--- src/rtl/word_splitter_pkg.sv ---
// Shared types and helpers for word_splitter: FSM state encoding,
// byte-order selectors and the byte parity function.
package word_splitter_pkg;

    typedef enum logic [1:0] {
        IDLE   = 2'd0,
        FIRST  = 2'd1,
        SECOND = 2'd2
    } state_e;

    localparam int unsigned BYTE_ORDER_LOW_FIRST  = 0;
    localparam int unsigned BYTE_ORDER_HIGH_FIRST = 1;

    function automatic logic [7:0] first_byte(input logic [15:0] w, input logic high_first);
        return high_first ? w[15:8] : w[7:0];
    endfunction

    function automatic logic [7:0] second_byte(input logic [15:0] w, input logic high_first);
        return high_first ? w[7:0] : w[15:8];
    endfunction

    function automatic logic even_parity(input logic [7:0] b);
        return ^b;
    endfunction

endpackage

--- src/rtl/word_splitter.sv ---
// Splits 16-bit words into a two-byte stream with valid/ready handshakes.
// Define WORD_SPLITTER_PARITY_EN to add the registered data_parity output.
module word_splitter
    import word_splitter_pkg::*;
#(
    parameter int unsigned BYTE_ORDER = BYTE_ORDER_LOW_FIRST,
    parameter int unsigned CNT_W      = 16
) (
    input  logic             clk,
    input  logic             rst,
    input  logic [15:0]      result,
    input  logic             result_valid,
    output logic             result_ready,
    output logic [7:0]       data_out,
    output logic             data_valid,
    input  logic             data_ready,
    output logic [CNT_W-1:0] word_count
`ifdef WORD_SPLITTER_PARITY_EN
    ,
    output logic             data_parity
`endif
);

    localparam logic HIGH_FIRST = (BYTE_ORDER == BYTE_ORDER_HIGH_FIRST);

    state_e           state_q, state_d;
    logic [7:0]       second_q, second_d;
    logic [7:0]       data_out_q, data_out_d;
    logic [CNT_W-1:0] count_q, count_d;

    always_ff @(posedge clk) begin
        if (rst) begin
            state_q    <= IDLE;
            second_q   <= '0;
            data_out_q <= '0;
            count_q    <= '0;
        end else begin
            state_q    <= state_d;
            second_q   <= second_d;
            data_out_q <= data_out_d;
            count_q    <= count_d;
        end
    end

    // SECOND with a ready consumer can take the next word in the same cycle.
    always_comb begin
        result_ready = (state_q == IDLE) || ((state_q == SECOND) && data_ready);
    end

    always_comb begin
        state_d    = state_q;
        second_d   = second_q;
        data_out_d = data_out_q;
        count_d    = count_q;
        unique case (state_q)
            IDLE: begin
                if (result_valid) begin
                    state_d    = FIRST;
                    data_out_d = first_byte(result, HIGH_FIRST);
                    second_d   = second_byte(result, HIGH_FIRST);
                end
            end
            FIRST: begin
                if (data_ready) begin
                    state_d    = SECOND;
                    data_out_d = second_q;
                end
            end
            SECOND: begin
                if (data_ready) begin
                    count_d = count_q + CNT_W'(1);
                    if (result_valid) begin
                        state_d    = FIRST;
                        data_out_d = first_byte(result, HIGH_FIRST);
                        second_d   = second_byte(result, HIGH_FIRST);
                    end else begin
                        state_d    = IDLE;
                        data_out_d = '0;
                    end
                end
            end
            default: begin
                state_d    = IDLE;
                data_out_d = '0;
            end
        endcase
    end

    assign data_out   = data_out_q;
    assign data_valid = (state_q != IDLE);
    assign word_count = count_q;

`ifdef WORD_SPLITTER_PARITY_EN
    logic parity_q;

    always_ff @(posedge clk) begin
        if (rst) begin
            parity_q <= 1'b0;
        end else begin
            parity_q <= even_parity(data_out_d);
        end
    end

    assign data_parity = parity_q;
`endif

endmodule
--- config.mk ---
export PLATFORM = sky130hd
export DESIGN_NAME = word_splitter
export DESIGN_NICKNAME = d
export VERILOG_FILES = /design/src/rtl/word_splitter_pkg.sv /design/src/rtl/word_splitter.sv
export SDC_FILE = /design/constraint.sdc
export NUM_CORES = 1
export LEC_CHECK = 0
export CELL_PAD_IN_SITES_DETAIL_PLACEMENT = 2
export CELL_PAD_IN_SITES_GLOBAL_PLACEMENT = 2
export CORE_MARGIN = 10
export CORE_UTILIZATION = 29
export CTS_CLUSTER_DIAMETER = 30
export DETAILED_ROUTE_END_ITERATION = 6
export HOLD_SLACK_MARGIN = 0.08
export PLACE_DENSITY = 0.9
export SLEW_MARGIN = 20
export SYNTH_ARGS = -nofsm -noshare
export SYNTH_HDL_FRONTEND = slang
export SYNTH_SLANG_ARGS = --single-unit
--- constraint.sdc ---
create_clock -name clk -period 4.4 [get_ports clk]
set_input_delay 0.88 -clock clk [delete_from_list [all_inputs] [get_ports clk]]
set_output_delay 0.88 -clock clk [all_outputs]
set_load 0.02 [all_outputs]
==> impl_metrics.ini <==
[sta]
min_period_over_period_pct = 73.64
skew_ns = 0.004584
max_slew.worst_pin.slew_ns = 0.7146
fin_setup_tns_ns = 0
slew-limit-headroom_pct = 52.15
hold_violations = 0
finalMaxSlewViolations = 0
grt_setup_unrepaired = false
setup_violations = 0
max_freq_mhz = 308.6
period_minus_slack_ns = 3.240

[synthesis]
synth_seq_cells = 34
avgSynthCellArea_um2 = 9.568
synth_compound_area_share_pct = 10.46
yosysWarnings = 0
synthAdderAreaFrac_pct = 0.8718
synth_top_family_by_area = simple AND/OR/NAND/NOR gates
synthCells = 150
synth_xor_xnor_area_share_pct = 6.713
syn-num-nets = 171
yosys.area_share.simple_pct = 24.93
synth_area_um2 = 1435
ys_types = 34
muxShareOfSynthArea_pct = 6.277
seq_area_frac_synth_pct = 47.43

[setup_path]
r2r-end = word_count[15]
reg2reg_from = word_count[2]
worst_setup_path_end_kind = output port
crit_fanout = 6
worst_path_max_delay_cell = clkdlybuf4s50_1
crit_required_ns = 3.52
crit_chain = clkdlybuf4s50_1, nor2b_1, nor2_1, clkdlybuf4s50_1
critPathMaxStageDelay_ns = 0.55
worstSetupPathType = in2out
r2r_cells = 4
start_kind = input port
reg2reg_setup_slack_ns = 2.49
critical_path.most_common_cell = clkdlybuf4s50_1
arrival_ns = 2.36

[die]
initial_core_util_pct = 30.18
die_height_um = 90.35
io_pins = 46
die_w_um = 90.35
core_area_um2 = 4755
dieArea_um2 = 8162
rows = 25

[clock_network]
cts-resized-gates = 0
cts_setup_buffers = 0
numCtsBuffers = 5
insertion_delay_ns = 0.28
clk_path_buf_depth = 2
cts_tree = done
htree_levels = 2
cts_root_buf = clkbuf_8
cts.reportedPaths.clkPinSlew_ns = 0.07
clock_sinks = 34
holdBufCountCts = 0

[final_layout]
ff_latch_area_um2 = 680.7
area_growth_pct = 42.63
multiInputGateArea_um2 = 706.9
drive_gt1_share_pct = 7.614
layout_commonest_cell = clkdlybuf4s50_1
fin_cells = 264
final_cell_mix = 45 x clkdlybuf4s50_1, 34 x dfxtp_1, 32 x nor2_1, 9 x mux2i_1, 8 x a222oi_1
nets = 217
diodes = 0
fillers = 545

[power]
seqPwrFrac_pct = 47.6
swShare_pct = 22.37
p_leak_uw = 0.0007415
vdd_ir_drop_max_uv = 210.0
clkPwrFrac_pct = 39.9
netSwitchingPower_uw = 154.0
combPwrFrac_pct = 12.5
internal-power_uw = 534.3
p_per_area_nw_per_um2 = 336.2

[drt]
routed.top_layer = met4
wl_met2_um = 2250
wl_um = 4395
num_vias = 1323
wl_met3_um = 202
drc = 0
drt_first_iter_violations = 43
avgViaCountPerCell = 5.011
ant_nets = 0
firstDrtPassIters = 4
post_drt_wl_per_cell_um = 16.65
drt-met1-wl_um = 1892

[place]
dp.cells = 256
hpwl_um = 3330
gp_congestion = 0.6971
io_buffers = 45

[job]
drv_cap = 0

[global_routing]
grt_pass1_wl_um = 7507
grt_max_degree = 23
grt_antenna_before_repair = 0
grt_overflow = 0
track_usage_pct = 11.19
grt_pass1_vias = 1442

[hold_path]
hp-class = reg2reg
min_to = second_q[6]
min_from = second_q[6]
hold_path_depth = 2

[status]
status = completed
-- critical path, delay by kind of cell --
kind                   cells  cell delay, ns
AND/OR/NAND/NOR            2            0.42
buffers and inverters      2            1.06
-- worst max-delay path by stage --
stage                              end  cells after the start        from
after detailed placement  result_ready                      4  data_ready
after CTS                 result_ready                      4  data_ready
final                     result_ready                      4  data_ready
after global placement    result_ready                      4  data_ready
after global routing      result_ready                      4  data_ready
after floorplan           result_ready                      2  data_ready
-- per-layer routing --
| metal | vias to the layer above | GRT usage, % |
|---|---|---|
| met1 | 650 | 12.91 |
| met4 | 0 | 3.979 |
| li1 | 638 | - |
| met2 | 31 | 19.25 |
| met3 | 4 | 3.076 |
| met5 | - | 0 |
-- registers in the layout, indices dropped and copies added, names as in the netlist --
register and count:
word_count 16, data_out 8, state_q 2, second_q 8
-- cell usage after synthesis --
library cell / number / share of area [%]
dfxtp_1: 34 / 47
nor2_1: 32 / 8.4
mux2i_1: 9 / 6.3
a222oi_1: 8 / 5.6
nand3_1: 7 / 2.4
xor2_1: 6 / 3.7
a21oi_1: 5 / 1.7
nand4_1: 5 / 2.2
xnor2_1: 5 / 3.1
clkbuf_1: 4 / 1.0
o21ai_0: 4 / 1.4
nand2_1: 3 / 0.78
and3_1: 2 / 0.87
and4_1: 2 / 1.2
buf_2: 2 / 0.70
nor3b_2: 2 / 1.7
nor4_1: 2 / 0.87
or3_1: 2 / 0.87
a2111oi_0: 1 / 0.61
and4b_2: 1 / 0.78
buf_4: 1 / 0.52
buf_6: 1 / 0.78
ha_1: 1 / 0.87
inv_1: 1 / 0.26
nand3b_4: 1 / 1.4
nor2b_1: 1 / 0.44
nor3_1: 1 / 0.35
nor3b_1: 1 / 0.52
o31a_1: 1 / 0.61
o31ai_1: 1 / 0.52
or2_2: 1 / 0.44
or2_4: 1 / 0.61
or3_2: 1 / 0.52
or4_1: 1 / 0.52
-- metrics by stage --
| stage | total power [uW] | worst slack (ns) | hold WS (ns) | utilization [%] | instance area (um2) |
|---|---|---|---|---|---|
| 6_report | 688.3 | 1.160 | 0.5036 | 43.05 | 2047 |
| 5_1_grt | 729.9 | 1.057 | 0.5360 | 43.05 | 2047 |
| 4_1_cts | 703.2 | 1.145 | 0.5133 | 43.05 | 2047 |
| 3_5_place_dp | 421.9 | 1.148 | 0.4969 | 40.82 | 1941 |
| 3_3_place_gp | 419.0 | 1.181 | 0.4680 | 40.82 | 1941 |
| 2_1_floorplan | 379.5 | 2.236 | 0.4614 | - | 1435 |
-- cell families (layout without fill, tap and decap cells) --
group,count (synthesis),in the layout
AOI/OAI and AO/OA,20,20
adders and majority gates,1,1
and+or+nand+nor,66,66
DFF,34,34
xor gates and xnor gates,11,11
buffers and inverters,9,56
muxes,9,9
-- power by group through the flow --
stage	Clock (uW)	Sequential (uW)	Combinational, uW
3_5_place_dp	0	335	86.8
4_1_cts	287	328	88.0
3_3_place_gp	0	334	84.7
6_report	274	328	86.0
5_1_grt	306	330	94.2
2_1_floorplan	0	338	41.1
-- layout make-up --
| cell class | count | area share, % |
|---|---|---|
| repair buffers | 47 | 22.74 |
| clock inverters | 1 | 1.467 |
| well taps | 67 | 4.095 |
| flip-flops and latches | 34 | 33.25 |
| clock buffers | 7 | 3.729 |
| multi-input cells | 107 | 34.54 |
| inverters | 1 | 0.1834 |
Power figures use the tool's default switching activity.
==> edit 1, RTL diff (same flow settings) <==
Re-encode `state_e` (3 states) as one-hot, 3 bits wide.
--- a/src/rtl/word_splitter_pkg.sv
+++ b/src/rtl/word_splitter_pkg.sv
@@ -3,8 +3,8 @@
 package word_splitter_pkg;
 
-    typedef enum logic [1:0] {
-        IDLE   = 2'd0,
-        FIRST  = 2'd1,
-        SECOND = 2'd2
+    typedef enum logic [2:0] {
+        IDLE   = 3'b001,
+        FIRST  = 3'b010,
+        SECOND = 3'b100
     } state_e;
 
Check against the original RTL: no difference found for any inputs over 10 cycles, from zero or initial values and one cycle with rst high; not proved beyond that.
==> edit 1 against the unedited design <==
- worst setup slack lost 0.16 ns
- area after synthesis grew 15%
- power shrank 3.5%
- sequential share of layout area decreased by 1.9 points
- sequential cell count is 1 higher
- first-iteration DRC count down 16%
- core utilization down 2.5 points
- cell area is 9.1% higher
- routed wire length up 20%
- combinational power is 10% higher
- non-clock buffer count decreased by 1
==> edit 1: results (changes against the unedited design) <==
- RR Endpoint: data_out[6]$_SDFFE_PP0P_
- Hold path depth: 1 (-1)
- Routed len/inst: 17.8 µm (+6.7%)
- Hold Path Origin: data_out[5]$_SDFFE_PP0P_
- CP arrival: 2.52 ns (+0.16 ns)
- Clk_skew: 0.00441 ns (-0.000171 ns)
- Largest net degree at the start of global routing: 31 (+35%)
- Status: finished clean
- DRT iter0 DRCs: 36 (-16%)
- Worst r2r src: state_q[0]$_SDFFE_PP1P_
- First-pass GRT wire length: 8.49 mm (+13%)
- Signal inverters: 2 (+1)
- Main area contributors after synthesis: dfxtp_1 43%, mux2i_1 6.1%, nor2_1 4.8%
- Comb_multi_in: 136 (+27%)
- Clk sinks: 35 (+2.9%)
- Min Hold Slack: 0.481 ns (-0.0224 ns)
- Non-clock buffers: 46 (-2.1%)
- Worst-path fanout max: 8 (+2)
- All-Layer GR Usage: 11.8% (+0.62 points)
- Post-Synthesis Cells: 182 (+21%)
- Clkbuf count: 6 (-1)
- Share of cells above drive strength 1: 7.52% (-0.092 points)
- Multi-input logic area: 890 µm² (+26%)
- Seq/Total Area, Yosys: 42.6% (-4.8 points)
- Placed cell count: 291 (+14%)
==> edit 1: worst max-delay path, cell delays in order <==
cell             delay [ns]
clkdlybuf4s50_1        0.71
nand4bb_4              0.20
nand2_1                0.11
clkdlybuf4s50_1        0.61
==> edit 1: worst max path at each step <==
| stage | cells past startpoint | slack, ns | from | endpoint |
|---|---|---|---|---|
| 6_report | 4 | 1.0 | data_ready | result_ready |
| 5_1_grt | 4 | 0.91 | data_ready | result_ready |
| 4_1_cts | 4 | 0.98 | data_ready | result_ready |
| 3_5_place_dp | 4 | 0.99 | data_ready | result_ready |
| 3_3_place_gp | 4 | 1.06 | data_ready | result_ready |
| 2_1_floorplan | 5 | 2.10 | data_ready | word_count[15]$_SDFFE_PP0P_ |
==> edit 1: cells by family (layout without fill, tap and decap cells) <==
logic type                 count (synthesis)  after routing  share of synthesized area [%]
AOI/OAI and AO/OA                         41             41                           16.7
and+or+nand+nor                           73             73                           24.5
buffers and inverters                     11             55                           3.27
DFF                                       35             35                           42.6
muxes                                     11             11                           6.77
adders and majority gates                  1              1                          0.761
xor gates and xnor gates                  10             10                           5.33
==> edit 1: power by group <==
group	leakage (nW)	internal (mW)	total [mW]	switching, mW
sequential	0.284	0.328	0.338	0.0104
combinational	0.455	0.0469	0.0947	0.0478
clock	0.0470	0.123	0.232	0.109
==> edit 1: layer usage <==
layer | vias to the layer above | GRT usage (%) | part of all wire, % | routed length, µm
li1 | 739 | - | - | -
met1 | 770 | 12.9 | 41 | 2160
met2 | 31 | 21.6 | 53 | 2790
met3 | 5 | 3.14 | 5.4 | 287
met4 | 0 | 3.74 | 1.2 | 64
met5 | - | 0 | 0 | 0
==> edit 2, RTL diff (same flow settings) <==
Without the edit above. The option `WORD_SPLITTER_PARITY_EN` is turned on by a define.
--- a/src/rtl/word_splitter.sv
+++ b/src/rtl/word_splitter.sv
@@ -1,4 +1,6 @@
 // Splits 16-bit words into a two-byte stream with valid/ready handshakes.
 // Define WORD_SPLITTER_PARITY_EN to add the registered data_parity output.
+`define WORD_SPLITTER_PARITY_EN
+
 module word_splitter
     import word_splitter_pkg::*;
Check against the original RTL (old outputs only; new: data_parity): equivalent (equiv_simple and equiv_induct, registers matched by name and starting in step).
==> edit 2 against the unedited design <==
- via count up 36%
- final cell count up 31%
- area after synthesis increased by 35%
- sequential cell count grew 1
- clock skew hardly changed
- worst setup slack worse by 0.0069 ns
- hold slack improved by 0.0077 ns
- largest power group is now the clock network
- synthesized cell count rose by 51%
- register-to-register slack worse by 0.36 ns
- power rose by 33%
- cell area up 25%
- critical endpoint unchanged
- combinational power rose by 140%
- routed wire length rose by 57%
==> edit 2: results (changes against the unedited design) <==
- Leakage: 0.965 nW (+30%)
- First-pass GRT wire length: 10.9 mm (+45%)
- Seq/Total Area, Yosys: 36.3% (-11 points)
- RR Endpoint: data_parity$_SDFF_PP0_
- Routability cong.: 0.725 (+4.0%)
- Layout Nets: 290 (+34%)
- DRT iter0 DRCs: 48 (+12%)
- Vias per cell: 5.18 (+3.3%)
- Reg2Reg Depth: 9 (+5)
- Hold Path Origin: second_q[3]$_SDFFE_PP0P_
- Worst Hold Endpoint: second_q[3]$_SDFFE_PP0P_
- TritonRoute pass-1 iters: 4 (unchanged)
- Largest net degree at the start of global routing: 36 (+57%)
- Routed Wire Length: 6.92 mm (+57%)
- Worst-path fanout max: 3 (-3)
- Post-DP HPWL: 4.45 mm (+34%)
- Share of cells above drive strength 1: 7.78% (+0.16 points)
- Vias in the first global route: 2001 (+39%)
- Sw Pwr: 260 µW (+69%)
- Number of I/O port buffers: 46 (+2.2%)
- Syn nets: 248 (+45%)
- Worst r2r src: state_q[1]$_SDFFE_PP0P_
- Clk_skew: 0.00429 ns (-0.000299 ns)
- Main area contributors after synthesis: dfxtp_1 36%, mux2i_1 9.3%, nor2_1 7.6%
- Top cells by count, synth: 39 x nor2_1, 35 x dfxtp_1, 18 x mux2i_1
- Peak supply drop: 0.000134 V (-36%)
- All-Layer GR Usage: 13.5% (+2.3 points)
- Cell variety after synth: 44 (+29%)
- Slew HR: 49.3% (-2.9 points)
- Status: finished clean
- R2R Setup Slk: 2.13 ns (-0.36 ns)
## edit 2: cell count changes after synthesis, moves of 7 or more
cell	change
nand2_1	+10
a21oi_1	+9
mux2i_1	+9
a222oi_1	-8
nor2_1	+7
nand2b_1	+9
## edit 2: layout make-up
class | instances | area [µm²]
tap | 77 | 96.3
inverter | 2 | 7.51
clock inverter | 2 | 60.1
multi-input combinational | 175 | 1130
fill | 713 | 3860
clock buffer | 6 | 72.6
timing repair buffer | 50 | 490
sequential | 35 | 701
## edit 2: critical path, delay by kind of cell
family                 cells  cell delay (ns)
AND/OR/NAND/NOR            2             0.48
buffers and inverters      2             1.00
## edit 2: logic make-up (layout without fill, tap and decap cells)
family / count (synthesis) / count (layout) / share of synthesized area [%]
and+or+nand+nor: 92 / 92 / 23.3
xor gates and xnor gates: 19 / 19 / 8.62
adders and majority gates: 1 / 1 / 0.648
DFF: 35 / 35 / 36.3
muxes: 22 / 22 / 11.9
buffers and inverters: 17 / 60 / 5.12
AOI/OAI and AO/OA: 41 / 41 / 14.2
## edit 2: worst max path at each step
stage | endpoint | slack [ns] | cells past startpoint
finish | result_ready | 1.15 | 4
global route | data_parity$_SDFF_PP0_ | 1.05 | 9
CTS | result_ready | 1.13 | 4
detailed placement | data_parity$_SDFF_PP0_ | 1.07 | 9
global placement | data_parity$_SDFF_PP0_ | 1.16 | 9
floorplan | result_ready | 2.01 | 4
## edit 2: power groups by stage
stage,clock [mW],combinational (mW),sequential [mW]
3_3_place_gp,0,0.195,0.354
4_1_cts,0.365,0.213,0.348
5_1_grt,0.378,0.229,0.350
6_report,0.359,0.210,0.349
3_5_place_dp,0,0.203,0.355
2_1_floorplan,0,0.122,0.364
## edit 2: per-stage QoR
step,hold WS (ns),setup slack (ns),cells,cell area [µm²]
finish,0.511,1.15,347,2560
global route,0.536,1.05,347,2560
CTS,0.513,1.13,347,2560
detailed placement,0.496,1.07,339,2430
global placement,0.473,1.16,339,2430
floorplan,0.454,2.01,227,1930
## edit 2: metal layers
| layer | share of wire [%] | track usage [%] |
|---|---|---|
| met1 | 40 | 14.4 |
| met2 | 53 | 24.6 |
| met3 | 4.1 | 3.20 |
| met4 | 2.7 | 6.05 |
| met5 | 0 | 0 |
